`config.mk`:
```
export PLATFORM = sky130hd
export DESIGN_NAME = ctrl_pipe
export DESIGN_NICKNAME = d
export VERILOG_FILES = /design/src/rtl/ctrl_pipe.sv
export SDC_FILE = /design/constraint.sdc
export NUM_CORES = 1
export LEC_CHECK = 0
export ABC_AREA = 1
export CORE_ASPECT_RATIO = 0.7
export CORE_MARGIN = 5
export CORE_UTILIZATION = 35
export DETAILED_ROUTE_END_ITERATION = 8
export PLACE_DENSITY = 0.57
export SLEW_MARGIN = 25
export SYNTH_ARGS = -nofsm -noshare
export SYNTH_HDL_FRONTEND = slang
export SYNTH_SLANG_ARGS = --single-unit
```
`constraint.sdc`:
```
create_clock -name clk -period 1.3 [get_ports clk]
set_input_delay 0.39 -clock clk [delete_from_list [all_inputs] [get_ports clk]]
set_output_delay 0.39 -clock clk [all_outputs]
set_load 0.05 [all_outputs]
```
`src/rtl/ctrl_pipe.sv`:
```
// ctrl_pipe: DEPTH-stage valid/ready register pipeline carrying a WIDTH-bit
// control word, with synchronous flush and asynchronous active-low reset.
//
// Ports
//   clk        rising-edge clock
//   rst        asynchronous reset, active low
//   flush      synchronous kill of every stage (overrides stall and input)
//   in_valid   upstream word present
//   in_ready   stage 0 can accept this cycle (forced low while flushing)
//   in_data    upstream control word
//   out_valid  last stage holds a valid word
//   out_ready  downstream accepts this cycle
//   out_data   last-stage word, all-zero whenever out_valid is low
//   occupancy  number of valid stages (0..DEPTH)
module ctrl_pipe #(
  parameter int unsigned WIDTH = 9,
  parameter int unsigned DEPTH = 2
) (
  input  logic                           clk,
  input  logic                           rst,
  input  logic                           flush,
  input  logic                           in_valid,
  output logic                           in_ready,
  input  logic [WIDTH-1:0]               in_data,
  output logic                           out_valid,
  input  logic                           out_ready,
  output logic [WIDTH-1:0]               out_data,
  output logic [$clog2(DEPTH+1)-1:0]     occupancy
);

  localparam int unsigned OCC_W = $clog2(DEPTH+1);

  logic [DEPTH-1:0] v_q, v_d;
  logic [WIDTH-1:0] d_q [DEPTH];
  logic [WIDTH-1:0] d_d [DEPTH];

  logic [DEPTH-1:0] rdy;
  logic [DEPTH-1:0] src_v;
  logic [WIDTH-1:0] src_d [DEPTH];
  logic             rdy_acc;
  logic [OCC_W-1:0] occ;

  // Readiness ripples from the output back toward stage 0: a stage may load
  // if it is empty or anything downstream of it can move. The running
  // accumulator avoids a self-referencing vector.
  always_comb begin
    rdy     = '0;
    rdy_acc = out_ready;
    for (int unsigned k = 0; k < DEPTH; k++) begin
      rdy_acc           = rdy_acc | ~v_q[DEPTH-1-k];
      rdy[DEPTH-1-k]    = rdy_acc;
    end
  end

  // Source of each stage: stage 0 takes the input port, others the stage before.
  always_comb begin
    src_v    = '0;
    src_v[0] = in_valid;
    for (int unsigned k = 0; k < DEPTH; k++) begin
      src_d[k] = '0;
    end
    src_d[0] = in_data;
    for (int unsigned k = 1; k < DEPTH; k++) begin
      src_v[k] = v_q[k-1];
      src_d[k] = d_q[k-1];
    end
  end

  always_comb begin
    v_d = v_q;
    for (int unsigned k = 0; k < DEPTH; k++) begin
      d_d[k] = d_q[k];
      if (flush) begin
        v_d[k] = 1'b0;
        d_d[k] = '0;
      end else if (rdy[k]) begin
        v_d[k] = src_v[k];
        // Bubbles carry all-zero control so they never trigger side effects.
        d_d[k] = src_v[k] ? src_d[k] : '0;
      end
    end
  end

  always_ff @(posedge clk or negedge rst) begin
    if (!rst) begin
      v_q <= '0;
      for (int unsigned k = 0; k < DEPTH; k++) begin
        d_q[k] <= '0;
      end
    end else begin
      v_q <= v_d;
      for (int unsigned k = 0; k < DEPTH; k++) begin
        d_q[k] <= d_d[k];
      end
    end
  end

  always_comb begin
    occ = '0;
    for (int unsigned k = 0; k < DEPTH; k++) begin
      occ = occ + OCC_W'(v_q[k]);
    end
  end

  assign occupancy = occ;
  assign in_ready  = rdy[0] & ~flush;
  assign out_valid = v_q[DEPTH-1];
  assign out_data  = v_q[DEPTH-1] ? d_q[DEPTH-1] : '0;

endmodule

```
Word level (Yosys, flattened, before mapping). Cells that the tools add are included.

RAM bits: 0. Flip-flop bits (word level): 20. Output and inout port bits: 13. Bits in read-only memories: 0. Input bits: 14. Memories kept: 0. Latch bits: 0. Word-level logic and storage cells: 24.

Shifts and indexed selects: 0. Equal/unequal tests: 0. Reduce and logical (&&, ||, !) cells: 2. Muxes and demuxes: 11. Add/sub/neg operators: 1. Bitwise logic cells: 6. Divide/modulo/power cells: 0. Multipliers: 0. Magnitude comparators: 0.

Operators by type and width (number): 9-bit two-way mux (7); 1-bit two-way mux (4); 2-bit nonzero test (2); 1-bit NOT (3); 1-bit by 1-bit adder with 2-bit output (1); 1-bit OR (2); 1-bit bitwise AND (1).

Logic depth before layout (Yosys ltp). Gate-level depths: netlist (run 1).

Depth after elaboration: 5. Mapped depth: 5. Depth with buffers taken out: 4.

Least setup slack after synthesis (run 1). OpenSTA, ideal clock, no wires.

Path type: register -> output. Start point: reg v_q[1]. End point: out out_data[0]. Setup slack: -385 ps. Buffers on the path: 1. Arrival: 1295 ps. Stages on the path, launching flop included: 4. Data required time: 910 ps. Cell sequence: dfrtp_1 buf_4 nand2_1 inv_1.

Longest elaborated chain between the ends: 1.

RTL lines: start, declared (RTL line 33) `logic [DEPTH-1:0] v_q, v_d;`; start signal, assigned (RTL line 91) `v_q <= v_d;`; 9-bit two-way mux (RTL line 108) `assign out_data = v_q[DEPTH-1] ? d_q[DEPTH-1] : '0;`; end, declared (RTL line 27) `output logic [WIDTH-1:0] out_data,`.

No other way between the ends.

Worst setup path in the final report (run 1).
Start point: reg v_q[1]. End point: out occupancy[0].

Longest elaborated chain between the ends: 1.

RTL lines: 1-bit by 1-bit adder with 2-bit output (RTL line 101) `occ = occ + OCC_W'(v_q[k]);`; end, declared (RTL line 28) `output logic [$clog2(DEPTH+1)-1:0] occupancy`.

No other way between the ends.

==> results by group, run 1 <==
Place
  – Routability-driven placement congestion ratio: 0.762
  – Post-DP HPWL: 1.68 mm
  – I/O Buffers: 26
  – Number of cells in the design after placement: 195

Final layout
  – Share of final-layout standard cells stronger than drive strength 1: 36.4%
  – Commonest cells after routing, fill and taps aside: nand3_1, nand2_1, dfrtp_1, buf_12, clkdlybuf4s50_1
  – Area growth from synthesis to layout: 58.6%
  – Non-filler instance count after layout: 201
  – Filler cell count in the final layout: 260
  – Total Nets Final: 181
  – Commonest non-fill, non-tap cell in the layout: nand3_1
  – Antenna cells: 0

Logic synthesis
  – Fraction of the mapped netlist area in compound gates: 0.933%
  – Basic-gate share of the synthesized area counting and, or, nand and nor cells: 36.8%
  – Synthesized Nets: 146
  – Flop and latch count out of synthesis: 20
  – Register area share after synthesis: 46.7%
  – Cell count after synthesis: 131
  – Post-synthesis xor/xnor area fraction: 0%
  – Post-Syn Area per Cell: 8.19 sq um
  – Netlist Area Pre-Place: 0.00107 sq mm
  – Main combinational cell family by area after synthesis: simple AND/OR/NAND/NOR gates
  – Number of distinct library cells after synthesis: 14
  – Warning count from the yosys run: 0
  – Multiplexer fraction of the synthesized cell area: 0%
  – Synthesized-area fraction occupied by adder cells: 1.17%

Pwr
  – Power Total: 1.32 mW
  – Static Leakage: 0.935 nW
  – Power per Cell Area: 776 mW/mm^2
  – Worst IR drop on VDD: 0.000733 V

Timing
  – Slew at the pin closest to its max-slew limit: 0.264 ns
  – Maximum clock skew at final layout: 0.00293 ns
  – Number of setup violations in the final report: 13
  – Setup repair after global routing missed its margin: true
  – Final number of max-transition violations: 0
  – Period utilisation layout: 124%
  – Worst relative slew slack: 82.4%
  – Post-layout minimum cycle time: 1.61 ns
  – Final number of hold-violating endpoints: 0
  – Fmax: 0.623 GHz
  – Final WS setup: -0.306 ns

Worst setup path
  – Nature of the critical path startpoint: flop
  – Data required, critical path: 0.91 ns
  – CP Max Fanout: 6
  – Arrival time worst endpoint: 1.22 ns
  – Worst reg2reg setup slack: 0.14 ns
  – CP endpoint kind: primary output
  – Path type of the worst setup path: flop to primary output

Floorplan
  – Floorplan row count: 16
  – Die footprint: 0.00429 sq mm
  – Die Y: 56.3 um
  – Top-level port count: 27
  – Area of the core: 0.00286 sq mm
  – Chip width: 76.2 um
  – Initial Util: 37.5%

Route
  – Violation count after the first detailed-routing iteration: 62
  – Number of optimization iterations in the first detailed-route pass: 4
  – Total number of vias: 931
  – Final routed wire length divided by cell count: 11.2 um
  – Antenna-violating nets left: 0
  – Total wirelength of the detailed-routed design: 2.26 mm
  – DR vias/cell: 4.63
  – Number of DRC violations after detailed routing: 0

Job
  – Maximum capacitance violations: 0

Clock network
  – Count of H-tree levels built during CTS: 1
  – Clock latency reported for the late side of the worst-skew pair: 0.25 ns
  – Clock-pin slew reported for the worst setup and hold paths after clock tree synthesis: 0.07 ns
  – CTS tree: yes
  – Maximum clock path buffer count: 2
  – Number of buffers inserted during clock tree synthesis: 3
  – Buffer cell driving the clock tree root: clkbuf_8
  – Num Clock Sinks: 20

Worst hold path
  – Worst hold path type: primary input to asynchronous set/reset pin

Global routing
  – Total global-route track usage: 11.8%
  – Initial antenna violation count: 0
  – Total grt overflow: 0
  – Vias in the first global route: 919
  – Maximum number of pins on one net before global-route repair: 21
  – Global-route wire length before repair: 4.20 mm

Outcome
  – Failing checks: negative setup slack
  – Run status: finished with violations
final timing paths:
check | depth (start not counted) | to | from
max | 2 | occupancy[0] | v_q[1]
min | 2 | d_q[6] | rst
max reg2reg | 5 | d_q[15] | v_q[1]
min reg2reg | 2 | d_q[8] | d_q[17]
max in group asynchronous | 2 | v_q[1] | rst
min in group clk | 2 | d_q[8] | d_q[17]
per-layer routing:
layer | GRT usage [%] | vias up | share of wire [%]
li1 | - | 473 | -
met4 | 2.24 | 0 | 0.62
met2 | 20.6 | 18 | 47
met1 | 14.1 | 438 | 47
met3 | 4.31 | 2 | 5.0
met5 | 0 | - | 0
metrics by stage:
stage / instance area [sq um] / setup WS (ns) / utilization (%) / hold WS [ns] / setup TNS (ns)
floorplan: 1120 / -0.187 / - / 0.0944 / -1.77
global placement: 1580 / -0.431 / 55.2 / 0.486 / -4.56
detailed placement: 1580 / -0.432 / 55.2 / 0.489 / -4.85
CTS: 1700 / -0.307 / 59.4 / 0.479 / -3.48
global route: 1700 / -0.347 / 59.4 / 0.488 / -4.11
finish: 1700 / -0.306 / 59.4 / 0.477 / -3.48
cell families (layout without fill, tap and decap cells):
| logic type | Yosys count | after routing |
|---|---|---|
| adder cells (fa/ha/maj) | 1 | 1 |
| flip-flops | 20 | 20 |
| AND/OR/NAND/NOR | 78 | 78 |
| buffers and inverters | 30 | 64 |
| AO/OA/AOI/OAI | 2 | 2 |
what timing repair did:
item / in CTS / in global routing
cloned: 0 / 0
hold buffers: 0 / 0
setup endpoints to repair: 13 / 13
setup buffers: 2 / 0
resized for setup: 19 / 0
pin swaps: 1 / 0
critical path: stages, from the launching register on:
cell and delay, ns:
dfrtp_2 0.47, ha_2 0.36, buf_12 0.13
flip-flops by register name (all words and copies together) (netlist names):
register,flops
v_q,2
d_q,18
synthesized netlist by cell type:
library cell  instances  area share [%]
nand3_1              33              15
nand3_2               4             3.7
buf_2                 1            0.47
ha_1                  1             1.2
dfrtp_1              20              47
a21oi_1               1            0.47
inv_1                19             6.7
buf_4                 1            0.70
nand2_1              38              13
inv_2                 4             1.4
o21ai_1               1            0.47
nand2_2               1            0.58
buf_6                 5             5.3
nor2_8                2             3.7
cell type report:
| type | count | area (sq um) | area share [%] |
|---|---|---|---|
| Sequential cell | 20 | 502 | 29.5 |
| Timing Repair Buffer | 37 | 495 | 29.1 |
| Tap cell | 36 | 45.0 | 2.65 |
| Clock buffer | 4 | 45.0 | 2.65 |
| Inverter | 23 | 124 | 7.28 |
| Multi-Input combinational cell | 81 | 489 | 28.8 |
report_power, final:
part / switching [mW] / internal, mW / leakage [nW]
clock network: 0.188 / 0.217 / 0.0228
registers: 0.0157 / 0.640 / 0.271
logic: 0.137 / 0.122 / 0.641
total: 0.341 / 0.979 / 0.935
(Power assumes the default switching activity.)
==> run 2, diff against run 1 <==
--- a/config.mk
+++ b/config.mk
@@ -11,7 +11,6 @@
 export CORE_UTILIZATION = 35
 export DETAILED_ROUTE_END_ITERATION = 8
 export PLACE_DENSITY = 0.57
-export SLEW_MARGIN = 25
 export SYNTH_ARGS = -nofsm -noshare
 export SYNTH_HDL_FRONTEND = slang
 export SYNTH_SLANG_ARGS = --single-unit
==> results of run 2 <==
Same layout as run 1: the final DEF is identical, and so are final timing and power.
==> run 3, diff against run 2 <==
--- a/config.mk
+++ b/config.mk
@@ -8,9 +8,9 @@
 export ABC_AREA = 1
 export CORE_ASPECT_RATIO = 0.7
 export CORE_MARGIN = 5
-export CORE_UTILIZATION = 35
+export CORE_UTILIZATION = 40
 export DETAILED_ROUTE_END_ITERATION = 8
-export PLACE_DENSITY = 0.57
+export PLACE_DENSITY = 0.64
 export SYNTH_ARGS = -nofsm -noshare
 export SYNTH_HDL_FRONTEND = slang
 export SYNTH_SLANG_ARGS = --single-unit
==> constraint.sdc (replaced) <==
create_clock -name clk -period 1.9 [get_ports clk]
set_input_delay 0.57 -clock clk [delete_from_list [all_inputs] [get_ports clk]]
set_output_delay 0.57 -clock clk [all_outputs]
set_load 0.05 [all_outputs]
==> results by group, run 3 (same netlist as run 1, synthesis figures left out) <==
Outcome
  – Run status: completed

Floorplan
  – Chip width: 71.9 um
  – Top-level port count: 27
  – Initial Util: 42.6%
  – Die Y: 53.3 um
  – Floorplan row count: 15
  – Area of the core: 0.00251 sq mm
  – Die footprint: 0.00383 sq mm

Pwr
  – Power per Cell Area: 597 mW/mm^2
  – Seq pwr share: 48.6%
  – Net switching share of the total power: 24.9%
  – Power Total: 920 uW
  – Clock network power share: 34.7%
  – Static Leakage: 0.898 nW
  – Switching power summed over all nets: 229 uW
  – Combinational share of power: 16.8%
  – Internal power summed over all cells: 691 uW
  – Worst IR drop on VDD: 0.000246 V

Job
  – Maximum capacitance violations: 0

Clock network
  – Clock-pin slew reported for the worst setup and hold paths after clock tree synthesis: 0.07 ns
  – Hold buffer count at CTS: 0
  – Setup Fix Bufs, Post-CTS: 0
  – Num Clock Sinks: 20
  – Buffer cell driving the clock tree root: clkbuf_8
  – Clock latency reported for the late side of the worst-skew pair: 0.25 ns
  – CTS tree: yes
  – Number of buffers inserted during clock tree synthesis: 3
  – Maximum clock path buffer count: 2
  – Count of H-tree levels built during CTS: 1

Worst setup path
  – Combined buffer and inverter count along the critical path: 4
  – Arrival time worst endpoint: 1.23 ns
  – Nature of the critical path startpoint: primary input
  – CP Max Fanout: 2
  – Delay of the slowest cell on the worst path: 0.26 ns
  – Library cell contributing the largest single delay on the critical path: dlygate4sd2_1
  – Data required, critical path: 1.33 ns
  – CP endpoint kind: primary output
  – Cell repeated most along the worst path: inv_2
  – Path type of the worst setup path: primary input to primary output
  – Critical path, cell by cell: dlygate4sd2_1, inv_2, nand3_2, nand2_1, inv_2, buf_12
  – Dominant delay contributor by cell family on the critical path: buffers and inverters

Final layout
  – Area growth from synthesis to layout: 43.8%
  – Largest register by flop count: d_q
  – Commonest cells after routing, fill and taps aside: nand2_1, nand3_1, dfrtp_1, inv_1, buf_12
  – Flip-flop count of the largest register after layout: 18
  – Total Nets Final: 177
  – Share of final-layout standard cells stronger than drive strength 1: 22.4%
  – Commonest non-fill, non-tap cell in the layout: nand2_1
  – Non-filler instance count after layout: 195
  – Post-Layout Inst Area: 0.00154 sq mm
  – Largest regs: d_q (18), v_q (2)
  – Antenna cells: 0
  – Final Util: 61.3%

Worst hold path
  – Worst hold path type: flop to flop

Route
  – Antenna-violating nets left: 0
  – DR vias/cell: 4.72
  – Final routed wire length divided by cell count: 11.3 um
  – Total number of vias: 920
  – Violation count after the first detailed-routing iteration: 21
  – Total wirelength of the detailed-routed design: 2.20 mm
  – Number of DRC violations after detailed routing: 0
  – Number of optimization iterations in the first detailed-route pass: 4

Timing
  – Number of setup violations in the final report: 0
  – Setup total negative slack: 0 ns
  – Worst relative slew slack: 77.3%
  – Min Hold Slack: 0.500 ns
  – Final WS setup: 0.100 ns
  – Maximum clock skew at final layout: 0.00398 ns
  – Final number of max-transition violations: 0
  – Post-layout minimum cycle time: 1.80 ns
  – Fmax: 0.556 GHz
  – Slew at the pin closest to its max-slew limit: 0.340 ns
  – Period utilisation layout: 94.7%
  – Setup repair after global routing missed its margin: false
  – Final number of hold-violating endpoints: 0

Place
  – Post-DP HPWL: 1.64 mm
  – Placed Instance Area: 0.00149 sq mm
  – I/O Buffers: 26
  – Number of cells in the design after placement: 191
  – Pre-CTS worst setup slack: -0.140 ns
  – Routability-driven placement congestion ratio: 0.787

Global routing
  – Maximum number of pins on one net before global-route repair: 21
  – Initial antenna violation count: 0
  – Total grt overflow: 0
  – Global-route wire length before repair: 3.79 mm
  – Total global-route track usage: 12.8%
  – Vias in the first global route: 850
[run 3: cell types whose count changed in the layout (fill, tap and decap cells not counted), moves of 2 or more]
cell        previous run  this run
buf_4                  9         7
inv_1                  9        18
buf_12                15        13
nand2_1               28        38
clkinvlp_4            10         0
nand2_4                9         0
[run 3: path summary, 6_finish.rpt]
kind                            cells past startpoint  slack [ns]      start  endpoint
worst min-delay path                                2        0.50     d_q[1]    d_q[1]
min in group asynchronous                           2        0.65        rst    d_q[6]
max in group asynchronous                           2        1.04        rst    d_q[3]
worst max register to register                      5        0.69     v_q[1]   d_q[14]
worst min register to register                      2        0.50     d_q[1]    d_q[1]
worst max-delay path                                6        0.10  out_ready  in_ready
[run 3: cell type report]
type	instances	area, sq um
Clock buffer	4	55.1
Sequential cell	20	500
Inverter	23	86.3
Timing Repair Buffer	33	440
Tap cell	34	42.5
Fill cell	237	973
Multi-Input combinational cell	81	417
[run 3: per-layer routing]
| layer | global-route usage, % | vias to the layer above | share of wire, % |
|---|---|---|---|
| met2 | 20.9 | 25 | 47 |
| met1 | 16.0 | 426 | 46 |
| li1 | - | 467 | - |
| met5 | 0 | - | 0 |
| met3 | 3.98 | 2 | 6.1 |
| met4 | 4.69 | 0 | 0.23 |
[run 3: tightest hold or removal path, delay by kind of cell (launching register included)]
| kind | cells | cell delay [ns] |
|---|---|---|
| flip-flops | 1 | 0.35 |
| AND/OR/NAND/NOR | 2 | 0.12 |
[run 3: power groups by stage]
| stage | Sequential [mW] | Combinational (mW) | Clock [mW] |
|---|---|---|---|
| final | 0.447 | 0.154 | 0.319 |
| after global routing | 0.448 | 0.168 | 0.350 |
| after CTS | 0.447 | 0.156 | 0.326 |
| after detailed placement | 0.455 | 0.157 | 0 |
| after global placement | 0.454 | 0.155 | 0 |
| after floorplan | 0.457 | 0.0774 | 0 |
[run 3: timing repair]
item	in CTS	in global routing
endpoints found under the hold margin	0	0
gates resized for setup	3	0
endpoints found under the setup margin	1	0
